==> src/rtl/lsq_if.sv <==
// Purpose: issue/AGU/CDB/commit/load-result/data-memory bundle for the load/store queue.
// Ports: master = issue stage, AGU, CDB, ROB, load consumer and data memory side;
//        slave  = the load/store queue itself.
interface lsq_if #(
  parameter int unsigned N_LD   = 4,
  parameter int unsigned N_ST   = 8,
  parameter int unsigned ADDR_W = 17,
  parameter int unsigned TAG_W  = 6,
  parameter int unsigned DATA_W = 32
);
  localparam int unsigned IDX_W = $clog2(N_LD > N_ST ? N_LD : N_ST);

  logic              alloc_valid;
  logic              alloc_is_st;
  logic [TAG_W-1:0]  alloc_tag;
  logic              alloc_dvalid;
  logic [DATA_W-1:0] alloc_data;
  logic              alloc_ready;
  logic [IDX_W-1:0]  alloc_idx;
  logic              agu_valid;
  logic              agu_is_st;
  logic [IDX_W-1:0]  agu_idx;
  logic [ADDR_W-1:0] agu_addr;
  logic              cdb_valid;
  logic [TAG_W-1:0]  cdb_tag;
  logic [DATA_W-1:0] cdb_data;
  logic              commit_valid;
  logic              commit_ready;
  logic              ld_valid;
  logic              ld_ready;
  logic [TAG_W-1:0]  ld_tag;
  logic [DATA_W-1:0] ld_data;
  logic              mem_we;
  logic [ADDR_W-1:0] mem_waddr;
  logic [DATA_W-1:0] mem_wdata;
  logic [ADDR_W-1:0] mem_raddr;
  logic [DATA_W-1:0] mem_rdata;

  modport master (
    output alloc_valid, alloc_is_st, alloc_tag, alloc_dvalid, alloc_data,
    input  alloc_ready, alloc_idx,
    output agu_valid, agu_is_st, agu_idx, agu_addr,
    output cdb_valid, cdb_tag, cdb_data,
    output commit_valid,
    input  commit_ready,
    input  ld_valid, ld_tag, ld_data,
    output ld_ready,
    input  mem_we, mem_waddr, mem_wdata, mem_raddr,
    output mem_rdata
  );

  modport slave (
    input  alloc_valid, alloc_is_st, alloc_tag, alloc_dvalid, alloc_data,
    output alloc_ready, alloc_idx,
    input  agu_valid, agu_is_st, agu_idx, agu_addr,
    input  cdb_valid, cdb_tag, cdb_data,
    input  commit_valid,
    output commit_ready,
    output ld_valid, ld_tag, ld_data,
    input  ld_ready,
    output mem_we, mem_waddr, mem_wdata, mem_raddr,
    input  mem_rdata
  );
endinterface

==> src/rtl/lsq_param.sv <==
// Purpose: parametrised in-order load/store queue with store-to-load forwarding,
//          CDB snooping for store data and memory write at ROB store commit.
// Ports: clk, reset (async, active-high); io (lsq_if.slave) carries allocation,
//        AGU address write, CDB, commit handshake, load result and data memory.
module lsq_param #(
  parameter int unsigned N_LD   = 4,
  parameter int unsigned N_ST   = 8,
  parameter int unsigned ADDR_W = 17,
  parameter int unsigned TAG_W  = 6,
  parameter int unsigned DATA_W = 32
) (
  input logic  clk,
  input logic  reset,
  lsq_if.slave io
);
  localparam int unsigned LD_IW = $clog2(N_LD);
  localparam int unsigned ST_IW = $clog2(N_ST);
  localparam int unsigned LW    = LD_IW + 1;
  localparam int unsigned PW    = ST_IW + 1;
  localparam int unsigned IDX_W = $clog2(N_LD > N_ST ? N_LD : N_ST);

  typedef struct packed {
    logic              busy;
    logic [TAG_W-1:0]  tag;
    logic [ADDR_W-1:0] addr;
    logic              addr_valid;
    logic [PW-1:0]     snap;
  } ld_entry_t;

  typedef struct packed {
    logic              busy;
    logic [TAG_W-1:0]  tag;
    logic [ADDR_W-1:0] addr;
    logic              addr_valid;
    logic [DATA_W-1:0] data;
    logic              dvalid;
  } st_entry_t;

  ld_entry_t         ldq [N_LD];
  st_entry_t         stq [N_ST];
  logic [LW-1:0]     ld_head, ld_tail;
  logic [PW-1:0]     st_head, st_tail;
  logic              js_valid;
  logic [ADDR_W-1:0] js_addr;
  logic [DATA_W-1:0] js_data;
  logic              res_valid, res_fresh;
  logic [TAG_W-1:0]  res_tag;
  logic [ADDR_W-1:0] res_addr;
  logic [PW-1:0]     res_snap;
  logic [DATA_W-1:0] res_hold;

  logic              ld_empty, ld_full, st_empty, st_full;
  logic [LD_IW-1:0]  ld_hi, agu_ld_idx;
  logic [ST_IW-1:0]  st_hi, agu_st_idx;
  ld_entry_t         ld_h;
  st_entry_t         st_h;
  logic              older_ok, ld_issue, st_commit, commit_ok, alloc_ok, alloc_fire, agu_live;
  logic              fwd_hit;
  logic [DATA_W-1:0] fwd_data, resolved;
  logic [PW-1:0]     ld_dist, res_dist;
  logic [ST_IW-1:0]  os, rs;

  // Stores older than a load; zero once the store head has reached or passed its snapshot.
  function automatic logic [PW-1:0] older_cnt(input logic [PW-1:0] snap, input logic [PW-1:0] head);
    logic [PW-1:0] d;
    d = snap - head;
    return (d > PW'(N_ST)) ? '0 : d;
  endfunction

  assign ld_hi      = ld_head[LD_IW-1:0];
  assign st_hi      = st_head[ST_IW-1:0];
  assign ld_h       = ldq[ld_hi];
  assign st_h       = stq[st_hi];
  assign ld_empty   = (ld_head == ld_tail);
  assign st_empty   = (st_head == st_tail);
  assign ld_full    = (ld_hi == ld_tail[LD_IW-1:0]) && (ld_head[LD_IW] != ld_tail[LD_IW]);
  assign st_full    = (st_hi == st_tail[ST_IW-1:0]) && (st_head[ST_IW] != st_tail[ST_IW]);
  assign agu_ld_idx = LD_IW'(io.agu_idx);
  assign agu_st_idx = ST_IW'(io.agu_idx);
  assign agu_live   = io.agu_is_st ? stq[agu_st_idx].busy : ldq[agu_ld_idx].busy;

  // Head load may issue only when every older store has both address and data.
  always_comb begin
    older_ok = 1'b1;
    os       = '0;
    ld_dist  = older_cnt(ld_h.snap, st_head);
    for (int k = 0; k < N_ST; k++) begin
      os = st_hi + ST_IW'(k);
      if ((PW'(k) < ld_dist) && !(stq[os].addr_valid && stq[os].dvalid)) older_ok = 1'b0;
    end
  end

  assign commit_ok  = !st_empty && st_h.addr_valid && st_h.dvalid;
  assign st_commit  = io.commit_valid && commit_ok;
  assign ld_issue   = !ld_empty && ld_h.addr_valid && older_ok && (!res_valid || io.ld_ready);
  // A pop in the same cycle frees the slot the push needs.
  assign alloc_ok   = io.alloc_is_st ? (!st_full || st_commit) : (!ld_full || ld_issue);
  assign alloc_fire = io.alloc_valid && alloc_ok;

  // Result data for the load issued last cycle: youngest still-queued older store,
  // then the store committed last cycle, then memory.
  always_comb begin
    fwd_hit  = 1'b0;
    fwd_data = '0;
    rs       = '0;
    res_dist = older_cnt(res_snap, st_head);
    for (int k = 0; k < N_ST; k++) begin
      rs = st_hi + ST_IW'(k);
      if ((PW'(k) < res_dist) && stq[rs].addr_valid && (stq[rs].addr == res_addr)) begin
        fwd_hit  = 1'b1;
        fwd_data = stq[rs].data;
      end
    end
    if (fwd_hit)                            resolved = fwd_data;
    else if (js_valid && js_addr == res_addr) resolved = js_data;
    else                                    resolved = io.mem_rdata;
  end

  assign io.alloc_ready  = alloc_ok;
  assign io.alloc_idx    = io.alloc_is_st ? IDX_W'(st_tail[ST_IW-1:0]) : IDX_W'(ld_tail[LD_IW-1:0]);
  assign io.commit_ready = commit_ok;
  assign io.mem_we       = st_commit;
  assign io.mem_waddr    = st_h.addr;
  assign io.mem_wdata    = st_h.data;
  assign io.mem_raddr    = ld_h.addr;
  assign io.ld_valid     = res_valid;
  assign io.ld_tag       = res_tag;
  assign io.ld_data      = res_fresh ? resolved : res_hold;

  // Queue state, just_stored and load result stage; later writes to a slot win.
  always_ff @(posedge clk or posedge reset) begin
    if (reset) begin
      ld_head <= '0;
      ld_tail <= '0;
      st_head <= '0;
      st_tail <= '0;
      for (int i = 0; i < N_LD; i++) ldq[i] <= '0;
      for (int i = 0; i < N_ST; i++) stq[i] <= '0;
      js_valid  <= 1'b0;
      js_addr   <= '0;
      js_data   <= '0;
      res_valid <= 1'b0;
      res_fresh <= 1'b0;
      res_tag   <= '0;
      res_addr  <= '0;
      res_snap  <= '0;
      res_hold  <= '0;
    end else begin
      if (io.agu_valid && agu_live) begin
        if (io.agu_is_st) begin
          stq[agu_st_idx].addr       <= io.agu_addr;
          stq[agu_st_idx].addr_valid <= 1'b1;
        end else begin
          ldq[agu_ld_idx].addr       <= io.agu_addr;
          ldq[agu_ld_idx].addr_valid <= 1'b1;
        end
      end
      for (int i = 0; i < N_ST; i++) begin
        if (io.cdb_valid && stq[i].busy && !stq[i].dvalid && stq[i].tag == io.cdb_tag) begin
          stq[i].data   <= io.cdb_data;
          stq[i].dvalid <= 1'b1;
        end
      end
      if (st_commit) begin
        stq[st_hi] <= '0;
        st_head    <= st_head + PW'(1);
      end
      js_valid <= st_commit;
      js_addr  <= st_h.addr;
      js_data  <= st_h.data;
      if (ld_issue) begin
        ldq[ld_hi] <= '0;
        ld_head    <= ld_head + LW'(1);
      end
      if (alloc_fire) begin
        if (io.alloc_is_st) begin
          stq[st_tail[ST_IW-1:0]] <= '{busy: 1'b1, tag: io.alloc_tag, addr: '0, addr_valid: 1'b0,
                                       data: io.alloc_dvalid ? io.alloc_data : io.cdb_data,
                                       dvalid: io.alloc_dvalid ||
                                               (io.cdb_valid && io.cdb_tag == io.alloc_tag)};
          st_tail <= st_tail + PW'(1);
        end else begin
          ldq[ld_tail[LD_IW-1:0]] <= '{busy: 1'b1, tag: io.alloc_tag, addr: '0, addr_valid: 1'b0,
                                       snap: st_tail};
          ld_tail <= ld_tail + LW'(1);
        end
      end
      if (ld_issue) begin
        res_valid <= 1'b1;
        res_tag   <= ld_h.tag;
        res_addr  <= ld_h.addr;
        res_snap  <= ld_h.snap;
      end else if (io.ld_ready) begin
        res_valid <= 1'b0;
      end
      res_fresh <= ld_issue;
      // Freeze the result on its first cycle so it stays stable while the consumer stalls.
      if (res_fresh) res_hold <= resolved;
    end
  end

  agu_to_live_slot: assert property (@(posedge clk) disable iff (reset) io.agu_valid |-> agu_live);

endmodule

==> src/flat_wrapper.sv <==
// flat-port wrapper written by rule: the top's interface ports become plain ports
module lsq_param_flat 
#(
  parameter int unsigned N_LD   = 4,
  parameter int unsigned N_ST   = 8,
  parameter int unsigned ADDR_W = 17,
  parameter int unsigned TAG_W  = 6,
  parameter int unsigned DATA_W = 32
)
  (clk, reset, io_alloc_valid, io_alloc_is_st, io_alloc_tag, io_alloc_dvalid, io_alloc_data, io_alloc_ready, io_alloc_idx, io_agu_valid, io_agu_is_st, io_agu_idx, io_agu_addr, io_cdb_valid, io_cdb_tag, io_cdb_data, io_commit_valid, io_commit_ready, io_ld_valid, io_ld_tag, io_ld_data, io_ld_ready, io_mem_we, io_mem_waddr, io_mem_wdata, io_mem_raddr, io_mem_rdata);
  lsq_if #(.N_LD(N_LD), .N_ST(N_ST), .ADDR_W(ADDR_W), .TAG_W(TAG_W), .DATA_W(DATA_W)) io_i ();
  input logic clk;
  input logic reset;
  input wire logic [$bits(io_i.alloc_valid)-1:0] io_alloc_valid;
  input wire logic [$bits(io_i.alloc_is_st)-1:0] io_alloc_is_st;
  input wire logic [$bits(io_i.alloc_tag)-1:0] io_alloc_tag;
  input wire logic [$bits(io_i.alloc_dvalid)-1:0] io_alloc_dvalid;
  input wire logic [$bits(io_i.alloc_data)-1:0] io_alloc_data;
  output wire logic [$bits(io_i.alloc_ready)-1:0] io_alloc_ready;
  output wire logic [$bits(io_i.alloc_idx)-1:0] io_alloc_idx;
  input wire logic [$bits(io_i.agu_valid)-1:0] io_agu_valid;
  input wire logic [$bits(io_i.agu_is_st)-1:0] io_agu_is_st;
  input wire logic [$bits(io_i.agu_idx)-1:0] io_agu_idx;
  input wire logic [$bits(io_i.agu_addr)-1:0] io_agu_addr;
  input wire logic [$bits(io_i.cdb_valid)-1:0] io_cdb_valid;
  input wire logic [$bits(io_i.cdb_tag)-1:0] io_cdb_tag;
  input wire logic [$bits(io_i.cdb_data)-1:0] io_cdb_data;
  input wire logic [$bits(io_i.commit_valid)-1:0] io_commit_valid;
  output wire logic [$bits(io_i.commit_ready)-1:0] io_commit_ready;
  output wire logic [$bits(io_i.ld_valid)-1:0] io_ld_valid;
  output wire logic [$bits(io_i.ld_tag)-1:0] io_ld_tag;
  output wire logic [$bits(io_i.ld_data)-1:0] io_ld_data;
  input wire logic [$bits(io_i.ld_ready)-1:0] io_ld_ready;
  output wire logic [$bits(io_i.mem_we)-1:0] io_mem_we;
  output wire logic [$bits(io_i.mem_waddr)-1:0] io_mem_waddr;
  output wire logic [$bits(io_i.mem_wdata)-1:0] io_mem_wdata;
  output wire logic [$bits(io_i.mem_raddr)-1:0] io_mem_raddr;
  input wire logic [$bits(io_i.mem_rdata)-1:0] io_mem_rdata;
  assign io_i.alloc_valid = io_alloc_valid;
  assign io_i.alloc_is_st = io_alloc_is_st;
  assign io_i.alloc_tag = io_alloc_tag;
  assign io_i.alloc_dvalid = io_alloc_dvalid;
  assign io_i.alloc_data = io_alloc_data;
  assign io_alloc_ready = io_i.alloc_ready;
  assign io_alloc_idx = io_i.alloc_idx;
  assign io_i.agu_valid = io_agu_valid;
  assign io_i.agu_is_st = io_agu_is_st;
  assign io_i.agu_idx = io_agu_idx;
  assign io_i.agu_addr = io_agu_addr;
  assign io_i.cdb_valid = io_cdb_valid;
  assign io_i.cdb_tag = io_cdb_tag;
  assign io_i.cdb_data = io_cdb_data;
  assign io_i.commit_valid = io_commit_valid;
  assign io_commit_ready = io_i.commit_ready;
  assign io_ld_valid = io_i.ld_valid;
  assign io_ld_tag = io_i.ld_tag;
  assign io_ld_data = io_i.ld_data;
  assign io_i.ld_ready = io_ld_ready;
  assign io_mem_we = io_i.mem_we;
  assign io_mem_waddr = io_i.mem_waddr;
  assign io_mem_wdata = io_i.mem_wdata;
  assign io_mem_raddr = io_i.mem_raddr;
  assign io_i.mem_rdata = io_mem_rdata;
  lsq_param #(.N_LD(N_LD), .N_ST(N_ST), .ADDR_W(ADDR_W), .TAG_W(TAG_W), .DATA_W(DATA_W)) u_core (.clk(clk), .reset(reset), .io(io_i));
endmodule
==> config.mk <==
export PLATFORM = sky130hd
export DESIGN_NAME = lsq_param_flat
export DESIGN_NICKNAME = d
export VERILOG_FILES = /design/src/rtl/lsq_if.sv /design/src/rtl/lsq_param.sv /design/src/flat_wrapper.sv
export SDC_FILE = /design/constraint.sdc
export NUM_CORES = 2
export LEC_CHECK = 0
export CELL_PAD_IN_SITES_DETAIL_PLACEMENT = 0
export CELL_PAD_IN_SITES_GLOBAL_PLACEMENT = 2
export CORE_MARGIN = 5
export CORE_UTILIZATION = 35
export CTS_CLUSTER_SIZE = 28
export DETAILED_ROUTE_END_ITERATION = 7
export GPL_ROUTABILITY_DRIVEN = 0
export HOLD_SLACK_MARGIN = 0.06
export PLACE_DENSITY = 0.82
export SETUP_SLACK_MARGIN = 0.3
export SYNTH_ARGS = -nofsm -noshare
export SYNTH_HDL_FRONTEND = slang
export SYNTH_SLANG_ARGS = --single-unit
==> constraint.sdc <==
create_clock -name clk -period 25.5 [get_ports clk]
set_input_delay 7.65 -clock clk [delete_from_list [all_inputs] [get_ports clk]]
set_output_delay 7.65 -clock clk [all_outputs]
set_load 0.03 [all_outputs]
==> metrics.cfg <==
[clocking]
clk_latency_ns = 0.72
cts_sinks = 705
htreeDepth = 3
clk_pin_slew_ns = 0.06
ctsRootBufferMaster = clkbuf_16
cts-resized-gates = 0
cts_tree = done
postCtsSetupRepairBufs = 0
clockBufferDepth = 3
holdBufCountCts = 0
numCtsBuffers = 89

[worst_hold_path]
hold_end = u_core.ldq[57]
min-delay-start = u_core.ldq[57]
hold_class = reg -> reg
whs_path_depth = 1

[floorplanning]
die_area_sq_um = 162000
ioPinCount = 249
start_util_pct = 35.3
core_sq_um = 152000
dieWidth_um = 402
die_height_um = 402
rows = 143

[setup_path]
cp_cell_sequence = clkinv_1 > ha_4 > buf_4 > buf_4 > mux4_2 > o2bb2ai_1 > a2111o_1 > a2111oi_1 > nand3_1 > nor4b_4 > buf_4 > buf_4 > nor4_1 > a31oi_4 > nand3_1 > o21ai_1 > clkdlybuf4s50_1
max_stage_delay_ns = 0.91
crit_path_frequent_cell = buf_4
cp_slowest_cell = ha_4
reg2reg_to = u_core.res_hold[19]
reg2reg_slack_ns = 16.99
required_ns = 17.85
rr_worst_depth = 16
crit_cells = 17
end_kind = output port
critPathArrivalTime_ns = 9.85
crit_path_max_fanout = 52
critical_path_class = reg -> out
start_kind = register
r2r_start = u_core.st_head[0]
timing.critical_path.buf_inv = 6
path_delay_family = buffers and inverters

[layout]
multi_input_area_sq_um = 33600
nets = 5694
syn2layout_area_growth_pct = 12.8
seqCellArea_sq_um = 17700
drive_above_1_share_pct = 14.9
nFillCells = 15000
finalNonFillerCells = 7640

[synth]
synth_seq_cells = 705
muxShareOfSynthArea_pct = 30.6
yosysTopAreaCell = dfrtp_1
synth_compound_area_share_pct = 13.3
synth_adder_area_share_pct = 0.563
synthArstFlopShare_pct = 100
synth_cells = 5636
seq_area_frac_synth_pct = 32.8
syn_nets = 5797
syn_area_per_cell_sq_um = 9.54
yosysWarnings = 0
synth_edf_count = 0
synthXorXnorAreaFrac_pct = 3.46
synthDistinctLibCells = 88
synth_top_family_by_area = multiplexers
yosys.area_share.simple_pct = 14.1
synth_area_leaders = dfrtp_1 33%, mux2i_1 14%, mux4_2 14%
yosys_most_used_dff = dfrtp_1
syn-cell-area_sq_um = 53800
synth_top_area_share_pct = 32.8

[timing]
layout_min_cycle_time_ns = 17.50
final-hold-violation-count = 0
fin_tns_setup_ns = 0
finalSetupViolations = 0
finalCritPeriodShare_pct = 68.6
clock.fmax_ghz = 0.0572
drv_slew = 0
rsz0062_at_grt = no
worst_hold_slack_ns = 0.476
slew-limit-headroom_pct = 6.00
tightest_slew_ns = 1.40
skew_ns = 0.0566

[power_and_ir_drop]
p_per_area_nw_per_um2 = 158
peakVddDrop_uv = 145
leakage_uw = 0.0259
power_uw = 9590

[placement]
dp_hpwl_um = 146000
io_buffers = 248
dpl.cell_count = 7472

[run]
maxCapViolations = 0

[detailed_routing]
drc = 0
routedWlPerCell_um = 29.4
ant_nets = 0
wirelength_um = 225000
routed-via-count = 47500
vias_per_cell = 6.22
dr.pass1.iters = 6
first_iter_violations = 5349

[global_route]
grt_max_degree = 115
antenna_found_initial = 20
first_global_vias = 45300
gr-total-overflow = 0
grt_first_pass_wirelength_um = 328000
track_usage_pct = 26.8

[status]
status = finished, final reports clean

-- cell families (layout without fill, tap and decap cells) --
family	count (synthesis)	in the layout
fa+ha+maj	23	23
xor+xnor	211	211
mux	1220	1220
other cells	0	9
compound gates	1077	1077
buf+inv	609	574
flops	705	705
simple gates	1791	1791
-- final cells by class --
type	count	share of cell area, %
Multi-Input combinational cell	4322	55.4
Tap cell	2030	4.18
Antenna cell	9	0.0371
Clock buffer	121	4.18
Inverter	35	0.233
Timing Repair Buffer	380	5.76
Sequential cell	705	29.1
Clock inverter	38	1.12
-- routing by layer --
layer	vias up	track usage, %	wire (um)
met5	-	0	88
met4	14	8.20	7560
met3	427	7.60	25600
met2	2632	38.0	92400
met1	24100	39.5	98800
li1	20400	-	-
-- registers in the layout, indices dropped and copies added (netlist names) --
signal and count:
u_core.js_valid 1, u_core.ldq 116, u_core.st_tail 4, u_core.res_hold 32, u_core.stq 464, u_core.io.ld_tag 6
u_core.res_snap 4, u_core.js_data 32, u_core.ld_tail 3, u_core.res_fresh 1, u_core.ld_head 3, u_core.res_addr 17
u_core.io.ld_valid 1, u_core.st_head 4, u_core.js_addr 17
-- worst register-to-register path, stage by stage, from the launching register on --
cell       delay (ns)
dfrtp_4          0.89
clkinv_1         0.68
ha_4             0.91
buf_4            0.70
buf_4            0.75
mux4_2           0.67
o2bb2ai_1        0.17
a2111o_1         0.29
a2111oi_1        0.55
nand3_1          0.23
nor4b_4          0.25
buf_4            0.38
buf_4            0.54
nor4_1           0.23
a31oi_4          0.72
o211ai_1         0.19
o21ai_1          0.28
-- stage by stage --
step,worst slack (ns),cell area (sq um),util [%]
floorplan,8.20,53800,-
global placement,8.04,57500,37.7
detailed placement,8.06,57500,37.7
CTS,7.96,60700,39.8
global route,7.53,60700,39.8
finish,8.00,60700,39.8
-- where the power goes --
part           internal (uW)  switching, uW
logic                   2410           3580
registers               1600            600
clock network            835            564
total                   4840           4740
-- synthesized netlist by cell type (all sizes together), types with 22 or more instances --
master and count:
clkbuf 339, xnor2 151, o21ai 271, or2 33, nor2b 22, a211oi 28
o22ai 47, dfrtp 705, buf 235, nand2 1097, nand4 31, mux2 133
and2 23, o211ai 50, xor2 59, nor2 319, mux2i 760, a2111oi 28
a31oi 47, a21oi 155, nor4 23, a22oi 30, inv 28, mux4 327
nand3 125, o31ai 292, nor3 40
-- how the worst max path moves through the flow --
stage | startpoint | to | slack (ns)
5_1_grt | u_core.st_head[0] | io_ld_data[21] | 7.53
3_3_place_gp | io_ld_ready | io_alloc_ready | 8.04
2_1_floorplan | reset | u_core.io.ld_tag[0] | 8.20
3_5_place_dp | io_ld_ready | io_alloc_ready | 8.06
4_1_cts | u_core.st_head[0] | io_ld_data[19] | 7.96
6_report | u_core.st_head[0] | io_ld_data[13] | 8.00
-- cells in the final DEF, fill, tap and decap left out, drive strengths merged, types with 26 or more instances in the layout --
| master | count |
|---|---|
| o31ai | 292 |
| clkinv | 26 |
| inv | 30 |
| a2111oi | 28 |
| nor3 | 40 |
| xnor2 | 151 |
| o22ai | 47 |
| nand3 | 125 |
| nand4 | 31 |
| clkdlybuf4s50 | 247 |
| o211ai | 50 |
| mux2i | 760 |
| buf | 133 |
| nor2 | 319 |
| mux2 | 133 |
| nand2 | 1097 |
| or2 | 33 |
| clkbuf | 121 |
| a21oi | 155 |
| a211oi | 28 |
| a31oi | 47 |
| mux4 | 327 |
| xor2 | 59 |
| a22oi | 30 |
| dfrtp | 705 |
| o21ai | 271 |
(Power assumes the default switching activity.)
